--- config.mk ---
export PLATFORM = sky130hd
export DESIGN_NAME = ifetch_flat
export DESIGN_NICKNAME = d
export VERILOG_FILES = /design/src/rtl/cpu32_pkg.sv /design/src/rtl/ifetch_if.sv /design/src/rtl/fifo_sync.sv /design/src/rtl/ifetch.sv /design/src/flat_wrapper.sv
export SDC_FILE = /design/constraint.sdc
export NUM_CORES = 1
export LEC_CHECK = 0
export CORE_AREA = 2 2 183 185
export DETAILED_ROUTE_END_ITERATION = 16
export DIE_AREA = 0 0 185 187
export PLACE_DENSITY_LB_ADDON = 0.25
export SLEW_MARGIN = 20
export SYNTH_ARGS = -nofsm -noshare
export SYNTH_HDL_FRONTEND = slang
export SYNTH_SLANG_ARGS = --single-unit
--- constraint.sdc ---
create_clock -name clk -period 9.6 [get_ports clk]
set_input_delay 1.92 -clock clk [delete_from_list [all_inputs] [get_ports clk]]
set_output_delay 1.92 -clock clk [all_outputs]
set_load 0.02 [all_outputs]
--- src/rtl/cpu32_pkg.sv ---
// Shared definitions for the cpu32 core: reset vector, word size, fetch FSM
// state encoding and the prefetch queue entry layout.
package cpu32_pkg;

  localparam logic [31:0] RESET_VECTOR = 32'h0000_0000;
  localparam int          WORD_BYTES   = 4;

  typedef enum logic [1:0] {
    IDLE = 2'd0,
    REQ  = 2'd1,
    DROP = 2'd2
  } fetch_state_t;

  typedef struct packed {
    logic [31:0] pc;
    logic [31:0] instr;
  } fetch_entry_t;

endpackage

--- src/rtl/ifetch_if.sv ---
// Bus bundle between the fetch stage, instruction memory and the core.
// The master side is the fetch stage; the slave side is its environment.
interface ifetch_if;

  logic        mem_req;
  logic [31:0] mem_addr;
  logic        mem_ack;
  logic [31:0] mem_data;
  logic        redirect;
  logic [31:0] redirect_pc;
  logic        ir_valid;
  logic [31:0] ir;
  logic [31:0] ir_pc;
  logic        ir_ready;

  modport master (
    output mem_req, mem_addr, ir_valid, ir, ir_pc,
    input  mem_ack, mem_data, redirect, redirect_pc, ir_ready
  );

  modport slave (
    input  mem_req, mem_addr, ir_valid, ir, ir_pc,
    output mem_ack, mem_data, redirect, redirect_pc, ir_ready
  );

endinterface

--- src/rtl/fifo_sync.sv ---
// Synchronous prefetch queue holding {pc, instr} entries. Flush empties the
// queue in one cycle; the head reads as zero while the queue is empty.
module fifo_sync
  import cpu32_pkg::*;
#(
  parameter int DEPTH = 4
) (
  input  logic                   clk,
  input  logic                   reset,
  input  logic                   push,
  input  logic                   pop,
  input  logic                   flush,
  input  fetch_entry_t           wdata,
  output fetch_entry_t           head,
  output logic [$clog2(DEPTH):0] count,
  output logic                   empty,
  output logic                   full
);

  localparam int AW = $clog2(DEPTH);
  localparam int CW = AW + 1;

  fetch_entry_t  mem [DEPTH];
  logic [AW-1:0] rd_ptr;
  logic [AW-1:0] wr_ptr;
  logic          do_push;
  logic          do_pop;

  assign empty   = (count == '0);
  assign full    = (count == CW'(DEPTH));
  assign do_pop  = pop & ~empty;
  assign do_push = push & (~full | do_pop);
  assign head    = empty ? '0 : mem[rd_ptr];

  // Pointer and occupancy bookkeeping; flush behaves like reset.
  always_ff @(posedge clk) begin
    if (reset || flush) begin
      rd_ptr <= '0;
      wr_ptr <= '0;
      count  <= '0;
    end else begin
      if (do_push) wr_ptr <= wr_ptr + AW'(1);
      if (do_pop)  rd_ptr <= rd_ptr + AW'(1);
      count <= count + CW'(do_push) - CW'(do_pop);
    end
  end

  // Entry storage, written on accepted pushes only.
  always_ff @(posedge clk) begin
    if (do_push) mem[wr_ptr] <= wdata;
  end

endmodule

--- src/rtl/ifetch.sv ---
// Instruction fetch stage: issues one word read at a time, buffers results
// with their PCs in a prefetch queue and hands them to the core.
// Optional feature macro: IFETCH_BYPASS_EN (zero-latency path from memory to
// ir when the queue is empty).
module ifetch
  import cpu32_pkg::*;
#(
  parameter int          DEPTH    = 4,
  parameter logic [31:0] RESET_PC = RESET_VECTOR
) (
  input logic      clk,
  input logic      reset,
  ifetch_if.master bus
);

  localparam int          CW         = $clog2(DEPTH) + 1;
  localparam logic [CW-1:0] DEPTH_C  = CW'(DEPTH);
  localparam logic [31:0] ALIGN_MASK = ~32'(WORD_BYTES - 1);
  localparam logic [31:0] START_PC   = RESET_PC & ALIGN_MASK;

  fetch_state_t  state;
  logic [31:0]   fetch_pc;
  logic [31:0]   next_pc;
  logic [31:0]   target_pc;
  logic          mem_req_q;
  logic [31:0]   mem_addr_q;
  fetch_entry_t  q_head;
  fetch_entry_t  q_wdata;
  logic [CW-1:0] q_count;
  logic [CW-1:0] count_after;
  logic          q_empty;
  logic          q_full;
  logic          acked;
  logic          push;
  logic          pop;
  logic          bypass_valid;
  logic          bypass_take;

  assign target_pc = bus.redirect_pc & ALIGN_MASK;
  assign next_pc   = fetch_pc + 32'(WORD_BYTES);
  // Only an ack to a live request carries useful data; a DROP ack is stale.
  assign acked     = (state == REQ) && bus.mem_ack;

`ifdef IFETCH_BYPASS_EN
  assign bypass_valid = acked & q_empty & ~bus.redirect;
  assign bypass_take  = bypass_valid & bus.ir_ready;
`else
  assign bypass_valid = 1'b0;
  assign bypass_take  = 1'b0;
`endif

  // A redirect flushes the queue, so it overrides any same-cycle push or pop.
  assign push        = acked & ~bus.redirect & ~bypass_take;
  assign pop         = ~q_empty & bus.ir_ready & ~bus.redirect;
  assign q_wdata     = '{pc: fetch_pc, instr: bus.mem_data};
  assign count_after = q_count + CW'(push) - CW'(pop);

  fifo_sync #(.DEPTH(DEPTH)) u_queue (
    .clk   (clk),
    .reset (reset),
    .push  (push),
    .pop   (pop),
    .flush (bus.redirect),
    .wdata (q_wdata),
    .head  (q_head),
    .count (q_count),
    .empty (q_empty),
    .full  (q_full)
  );

  // Core-facing outputs come from the queue head unless the bypass is active.
  always_comb begin
    bus.ir_valid = ~q_empty;
    bus.ir       = q_head.instr;
    bus.ir_pc    = q_head.pc;
    if (bypass_valid) begin
      bus.ir_valid = 1'b1;
      bus.ir       = bus.mem_data;
      bus.ir_pc    = fetch_pc;
    end
  end

  assign bus.mem_req  = mem_req_q;
  assign bus.mem_addr = mem_addr_q;

  // Fetch FSM: one request in flight at most, issued only with a free slot.
  always_ff @(posedge clk) begin
    if (reset) begin
      state      <= IDLE;
      fetch_pc   <= START_PC;
      mem_req_q  <= 1'b0;
      mem_addr_q <= START_PC;
    end else begin
      case (state)
        IDLE: begin
          if (bus.redirect) begin
            fetch_pc   <= target_pc;
            state      <= REQ;
            mem_req_q  <= 1'b1;
            mem_addr_q <= target_pc;
          end else if (!q_full) begin
            state      <= REQ;
            mem_req_q  <= 1'b1;
            mem_addr_q <= fetch_pc;
          end
        end
        REQ: begin
          if (bus.redirect) begin
            fetch_pc <= target_pc;
            if (bus.mem_ack) begin
              state      <= REQ;
              mem_req_q  <= 1'b1;
              mem_addr_q <= target_pc;
            end else begin
              state <= DROP;
            end
          end else if (bus.mem_ack) begin
            fetch_pc <= next_pc;
            if (count_after < DEPTH_C) begin
              mem_addr_q <= next_pc;
            end else begin
              state     <= IDLE;
              mem_req_q <= 1'b0;
            end
          end
        end
        DROP: begin
          if (bus.redirect) fetch_pc <= target_pc;
          if (bus.mem_ack) begin
            state     <= IDLE;
            mem_req_q <= 1'b0;
          end
        end
        default: begin
          state     <= IDLE;
          mem_req_q <= 1'b0;
        end
      endcase
    end
  end

endmodule

--- src/flat_wrapper.sv ---
// flat-port wrapper written by rule: the top's interface ports become plain ports
module ifetch_flat import cpu32_pkg::*;
#(
  parameter int          DEPTH    = 4,
  parameter logic [31:0] RESET_PC = RESET_VECTOR
)
  (clk, reset, bus_mem_req, bus_mem_addr, bus_ir_valid, bus_ir, bus_ir_pc, bus_mem_ack, bus_mem_data, bus_redirect, bus_redirect_pc, bus_ir_ready);
  ifetch_if bus_i ();
  input logic clk;
  input logic reset;
  output wire logic [$bits(bus_i.mem_req)-1:0] bus_mem_req;
  output wire logic [$bits(bus_i.mem_addr)-1:0] bus_mem_addr;
  output wire logic [$bits(bus_i.ir_valid)-1:0] bus_ir_valid;
  output wire logic [$bits(bus_i.ir)-1:0] bus_ir;
  output wire logic [$bits(bus_i.ir_pc)-1:0] bus_ir_pc;
  input wire logic [$bits(bus_i.mem_ack)-1:0] bus_mem_ack;
  input wire logic [$bits(bus_i.mem_data)-1:0] bus_mem_data;
  input wire logic [$bits(bus_i.redirect)-1:0] bus_redirect;
  input wire logic [$bits(bus_i.redirect_pc)-1:0] bus_redirect_pc;
  input wire logic [$bits(bus_i.ir_ready)-1:0] bus_ir_ready;
  assign bus_mem_req = bus_i.mem_req;
  assign bus_mem_addr = bus_i.mem_addr;
  assign bus_ir_valid = bus_i.ir_valid;
  assign bus_ir = bus_i.ir;
  assign bus_ir_pc = bus_i.ir_pc;
  assign bus_i.mem_ack = bus_mem_ack;
  assign bus_i.mem_data = bus_mem_data;
  assign bus_i.redirect = bus_redirect;
  assign bus_i.redirect_pc = bus_redirect_pc;
  assign bus_i.ir_ready = bus_ir_ready;
  ifetch #(.DEPTH(DEPTH), .RESET_PC(RESET_PC)) u_core (.clk(clk), .reset(reset), .bus(bus_i));
endmodule
# After elaboration in Yosys (flattened, before gate mapping)
# Memory sizes are Yosys's and may differ from the RTL's. A register that Yosys moved wholly into a read port is not among the register bits.
# Cells that the tools add are included.
# totals
regBits,74
mem_bits_rw,256
in_bits,69
output_inout_bits,98
wordCells,78
mem_count,1
# mem_list
name,words,word_bits,read_ports,rd_clocked_by_memory_dff,write_ports,line_no,rtl
u_core.u_queue.mem,4,64,1,1,1,fifo_sync.sv:23,fetch_entry_t mem [DEPTH];
# op_classes
addsub,7
n_lt_le_gt_ge,1
eq_ne,10
n_mux,32
bitwise_logic,9
reduce_logical,11
# op_table
operator,n
$mux W32,9
$pmux W32 S2,2
$mux W64,1
$add A32 B3 Y32 const B,1
$mux W2,9
$ne A3 B3 Y1 const B,4
$reduce_and A4 Y1,3
$mux W1,9
$add A3 B1 Y3,2
$pmux W2 S3,1
$sub A3 B1 Y3,2
$and A1 B1 Y1,5
$add A2 B1 Y2 const B,2
$ne A2 B2 Y1 const B,2
$reduce_bool A2 Y1,2
$eq A3 B3 Y1 const B,1
$logic_not A3 Y1,1
$lt A3 B3 Y1 const B,1
$not A1 Y1,3
$pmux W1 S3,1
$reduce_and A3 Y1,1
$eq A2 B1 Y1 const B,1
$eq A2 B2 Y1 const B,1
$logic_not A2 Y1,1
5 further kinds,5

# Longest topological paths before layout
# depth
word_depth,10
ltp_mapped,16
depth_no_buf,11

# By module
# Synthesis repeated with hierarchy kept, for this count alone.
# unflattened
hier_cells,1052
area_unflattened_um2,14705.4
# modules_own_cells
module,instances,cells_per_inst,area_each_um2,seq_area_each_um2
fifo_sync,1,458,10197.3,7867.5
ifetch,1,594,4508.1,1341.3

# Worst setup path before layout
# OpenSTA, ideal clock, no wires.
# synth_path
path_type,input to register
start,input port bus_mem_ack
end,"memory u_core.u_queue.mem[0][0] in the netlist's numbering, enable pin"
t_arrival_ns,4.370
slack_ns,4.801
cell_stages,6
path_buffers,1
path_cell_list,nor2b_1 and2_1 buf_2 inv_1 a31oi_1 and2_1
# synth_between
elab_chain_cells,5
# synth_rtl
item,line_no,rtl
from (decl),flat_wrapper.sv:16,input wire logic [$bits(bus_i.mem_ack)-1:0] bus_mem_ack;
$logic_and A1 B1 Y1,ifetch.sv:42,assign acked = (state == REQ) && bus.mem_ack;
$and A1 B1 Y1,ifetch.sv:53,assign push = acked & ~bus.redirect & ~bypass_take;
$and A1 B1 Y1,fifo_sync.sv:32,assign do_push = push & (~full | do_pop);
$mux W1,fifo_sync.sv:50,if (do_push) mem[wr_ptr] <= wdata;
$mux W1 (not written as such),fifo_sync.sv:50,
to (decl),fifo_sync.sv:23,
# No other way between the ends.

# Worst setup path after layout
# layout_path
start,input port bus_mem_ack
end,"register u_core.mem_addr_q[7], in the netlist u_core.bus.mem_addr[7]"
# layout_between
elab_chain_cells,7
# layout_rtl
item,line_no,rtl
$logic_and A1 B1 Y1,ifetch.sv:42,
$and A1 B1 Y1,ifetch.sv:53,
$add A3 B1 Y3,ifetch.sv:56,assign count_after = q_count + CW'(push) - CW'(pop);
$sub A3 B1 Y3,ifetch.sv:56,
$lt A3 B3 Y1,ifetch.sv:119,if (count_after < DEPTH_C) begin
$ne A3 B3 Y1 (no line),--,
$reduce_and A4 Y1 (no line) *,--,
to (signal assigned),ifetch.sv:100,mem_addr_q <= target_pc;
to (signal assigned),ifetch.sv:113,mem_addr_q <= target_pc;
to (signal assigned),ifetch.sv:120,mem_addr_q <= next_pc;
to (decl),ifetch.sv:26,logic [31:0] mem_addr_q;
# Every way passes the cells marked *; elsewhere a longest branch is shown, timed or not.
# A chain may end at the register's enable or synchronous reset.

==> results_dict.tcl <==
set metrics [dict create \
    yosysUniqueCellTypes 75 \
    dieArea_um2 34600 \
    tightest_slew_ns 0.960 \
    initial_utilization 0.441 \
    min_to "u_core.bus.mem_addr[1]$_SDFFE_PP0P_" \
    overflow 0 \
    synth_top_area_frac 0.531 \
    synth_flop_cell "edfxtp_1" \
    p_sw_frac 0.227 \
    ff2ff_setup_slack_ns 4.97 \
    post-dp-hpwl_mm 21.7 \
    finalHoldViolCount 0 \
    nNetsFinal 1261 \
    path_clk_slew_ns 0.06 \
    via_per_inst 5.73 \
    synth_top_area_cell "edfxtp_1" \
    syn_area_per_cell_um2 13.9 \
    clock_sinks 332 \
    antenna_found_initial 0 \
    cp_slowest_stage_delay_ns 0.61 \
    vdd_drop_max_mv 0.115 \
    synth_edf_count 256 \
    whs_ns 0.473 \
    gp_congestion 0.895 \
    grt.total_usage 0.201 \
    hold_class "register to register" \
    antenna_cells 0 \
    power.switching_uw 737 \
    grt_pass1_vias 9242 \
    firstDrtPassIters 5 \
    synthCells 1043 \
    finalClockSkew_ns 0.0128 \
    final.min_clock_period_ns 5.85 \
    synth_area_leaders "edfxtp_1 (53%), dfxtp_1 (11%), mux4_2 (10%), and2_1 (3.3%), nor2_1 (1.6%)" \
    comb_power_share 0.079 \
    cts_tree "yes" \
    setup_viol 0 \
    p_clk_frac 0.417 \
    async_flop_share 0 \
    crit_path_start_kind "input pin" \
    fmax_mhz 171 \
    vias 9501 \
    die_h_um 187 \
    cts_resized 0 \
    arrival_ns 6.21 \
    yosys-top-cells-count "edfxtp_1 (256), and2_1 (76), dfxtp_1 (76)" \
    relSlewSlack 0.351 \
    cp_max_fo 23 \
    pre_cts_slack_ns 3.22 \
    rsz0062_at_grt "no" \
    fin_ws_ns 3.75 \
    critical_path.top_delay_family "simple AND/OR/NAND/NOR gates" \
    die_w_um 185 \
    yosysMostFrequentCell "edfxtp_1" \
    clkLatencyLatePin_ns 0.51 \
    final_util 0.537 \
    dr.first_iter.drc_count 990 \
    regToRegStartpoint "u_core.state[0]$_SDFFE_PP0P_" \
    power.internal_uw 2510 \
    path_cells "clkdlybuf4s50_1, nor2b_1, and2_1, inv_1, ha_1, inv_1, ha_1, and3b_1, or3_4, and3_1, buf_4, nor3_2, o21ai_0" \
    cp.required_ns 9.96 \
    layout-drive-gt1-share 0.131 \
    drcViolationCount 0 \
    syn_nets 1121 \
    clockRootBuffer "clkbuf_16" \
    cts_buffers 35 \
    status "finished clean" \
    grt_start_max_net_pins 67 \
    synth_warnings 0 \
    synth_seq_area_share 0.636 \
    cts-htree-levels 2 \
    fin_crit_sh 0.609 \
    critPathKind "input pin to register" \
    core_um2 32900 \
    num_rows 67 \
    slew_viol_final 0 \
    postCtsSetupBuffers 0 \
    totalWireLength_mm 34.8 \
    postCtsHoldBufs 0 \
    fillCellCount 2752 \
    synth-seq-cells 332 \
    finalSetupTns_ns 0 \
    p_seq_frac 0.503 \
    grt_pass1_wl_mm 54.0 \
    syn_area_um2 14500 \
    endpoint_kind "register" \
    reg2reg_to "u_core.bus.mem_addr[7]$_SDFFE_PP0P_" \
    min_path_cells 2 \
    clockBufferDepth 3 \
    wl_per_cell_um 21.0 \
    p_total_uw 3240 \
    min_from "u_core.bus.mem_addr[1]$_SDFFE_PP0P_" \
    power_density_nw_per_um2 184 \
    p_leak_uw 0.00564 \
    path_buf_inv 4 \
    portBuffers 164 \
    maxCapViolCount 0 \
    reg2reg_depth 13 \
    final_antenna_net_count 0 \
    pin_count 167 \
    worst_path_max_delay_cell "and2_1" \
    area_growth_pct 21.8 \
]
layer usage:
metal | vias up | global-route usage | share of wire
met3 | 45 | 0.0380 | 0.081
met1 | 4689 | 0.299 | 0.45
met5 | - | 0 | 0
met4 | 0 | 0.0501 | 0.018
met2 | 403 | 0.306 | 0.45
li1 | 4364 | - | -
logic make-up (layout without fill, tap and decap cells):
kind of cell / Yosys count / count (layout) / share of synthesized area
fa+ha+maj: 9 / 9 / 0.00829
mux: 73 / 73 / 0.106
xor+xnor: 17 / 17 / 0.0103
simple gates: 331 / 331 / 0.121
flops: 332 / 332 / 0.636
compound gates: 187 / 187 / 0.0901
buf+inv: 94 / 261 / 0.0278
layout make-up:
cell class	count	area, µm²	area share
Tap cell	448	561	0.0318
Inverter	15	56.3	0.00319
Sequential cell	332	9210	0.522
Clock inverter	20	216	0.0123
Timing Repair Buffer	182	1770	0.100
Clock buffer	44	941	0.0534
Multi-Input combinational cell	617	4880	0.277
worst max path at each step:
stage	end	startpoint	slack, ns	cells after the start
after floorplan	u_core.u_queue.mem[0][0]$_DFFE_PP_	bus_mem_ack	4.80	6
after global placement	u_core.u_queue.mem[1][4]$_DFFE_PP_	bus_mem_ack	3.29	7
after detailed placement	u_core.u_queue.mem[1][4]$_DFFE_PP_	bus_mem_ack	3.22	7
after CTS	u_core.u_queue.mem[1][15]$_DFFE_PP_	bus_mem_ack	3.77	7
after global routing	u_core.u_queue.mem[1][12]$_DFFE_PP_	bus_mem_ack	3.46	7
final	u_core.bus.mem_addr[7]$_SDFFE_PP0P_	bus_mem_ack	3.75	13
power by group through the flow:
stage | combinational (µW) | sequential, µW | clock [µW]
global route | 278 | 1640 | 1440
detailed placement | 255 | 1660 | 0
floorplan | 131 | 1660 | 0
global placement | 253 | 1660 | 0
CTS | 257 | 1630 | 1390
finish | 258 | 1630 | 1350
layout by cell type, fill, tap and decap left out, types with 11 or more instances in the layout:
cell	count
o311ai_0	14
clkbuf_16	36
buf_4	17
clkdlybuf4s50_1	162
inv_1	13
and2_1	72
nor4_1	11
a31oi_1	11
o41ai_1	13
o31ai_1	13
a21oi_1	38
mux4_2	64
o21ai_0	28
nand2_1	57
dfxtp_1	74
nor2_1	62
nand3_1	23
edfxtp_1	256
nor3_1	28
nand4_1	29
xnor2_1	13
worst register-to-register path: stages, from the launching register on:
cell	delay [ns]
dfxtp_1	0.64
nor2b_1	0.19
buf_4	0.22
and2_1	0.61
inv_1	0.48
ha_1	0.33
inv_1	0.05
ha_1	0.21
and3b_1	0.17
or3_4	0.36
and3_1	0.18
buf_4	0.21
nor3_2	0.60
o21ai_0	0.21
through the flow:
stage / cell area [µm²] / instances
floorplan: 14500 / 1043
global placement: 16500 / 1594
detailed placement: 16500 / 1594
CTS: 17600 / 1658
global route: 17600 / 1658
finish: 17600 / 1658
sequential cells by signal, indices dropped and copies added, names as in the netlist, named ones only:
name / cells
u_core.bus.mem_addr: 32
u_core.bus.mem_req: 1
u_core.fetch_pc: 32
u_core.state: 2
u_core.u_queue.count: 3
u_core.u_queue.mem: 256
u_core.u_queue.rd_ptr: 2
u_core.u_queue.wr_ptr: 2
No activity file was read; power rests on OpenSTA's default activity.
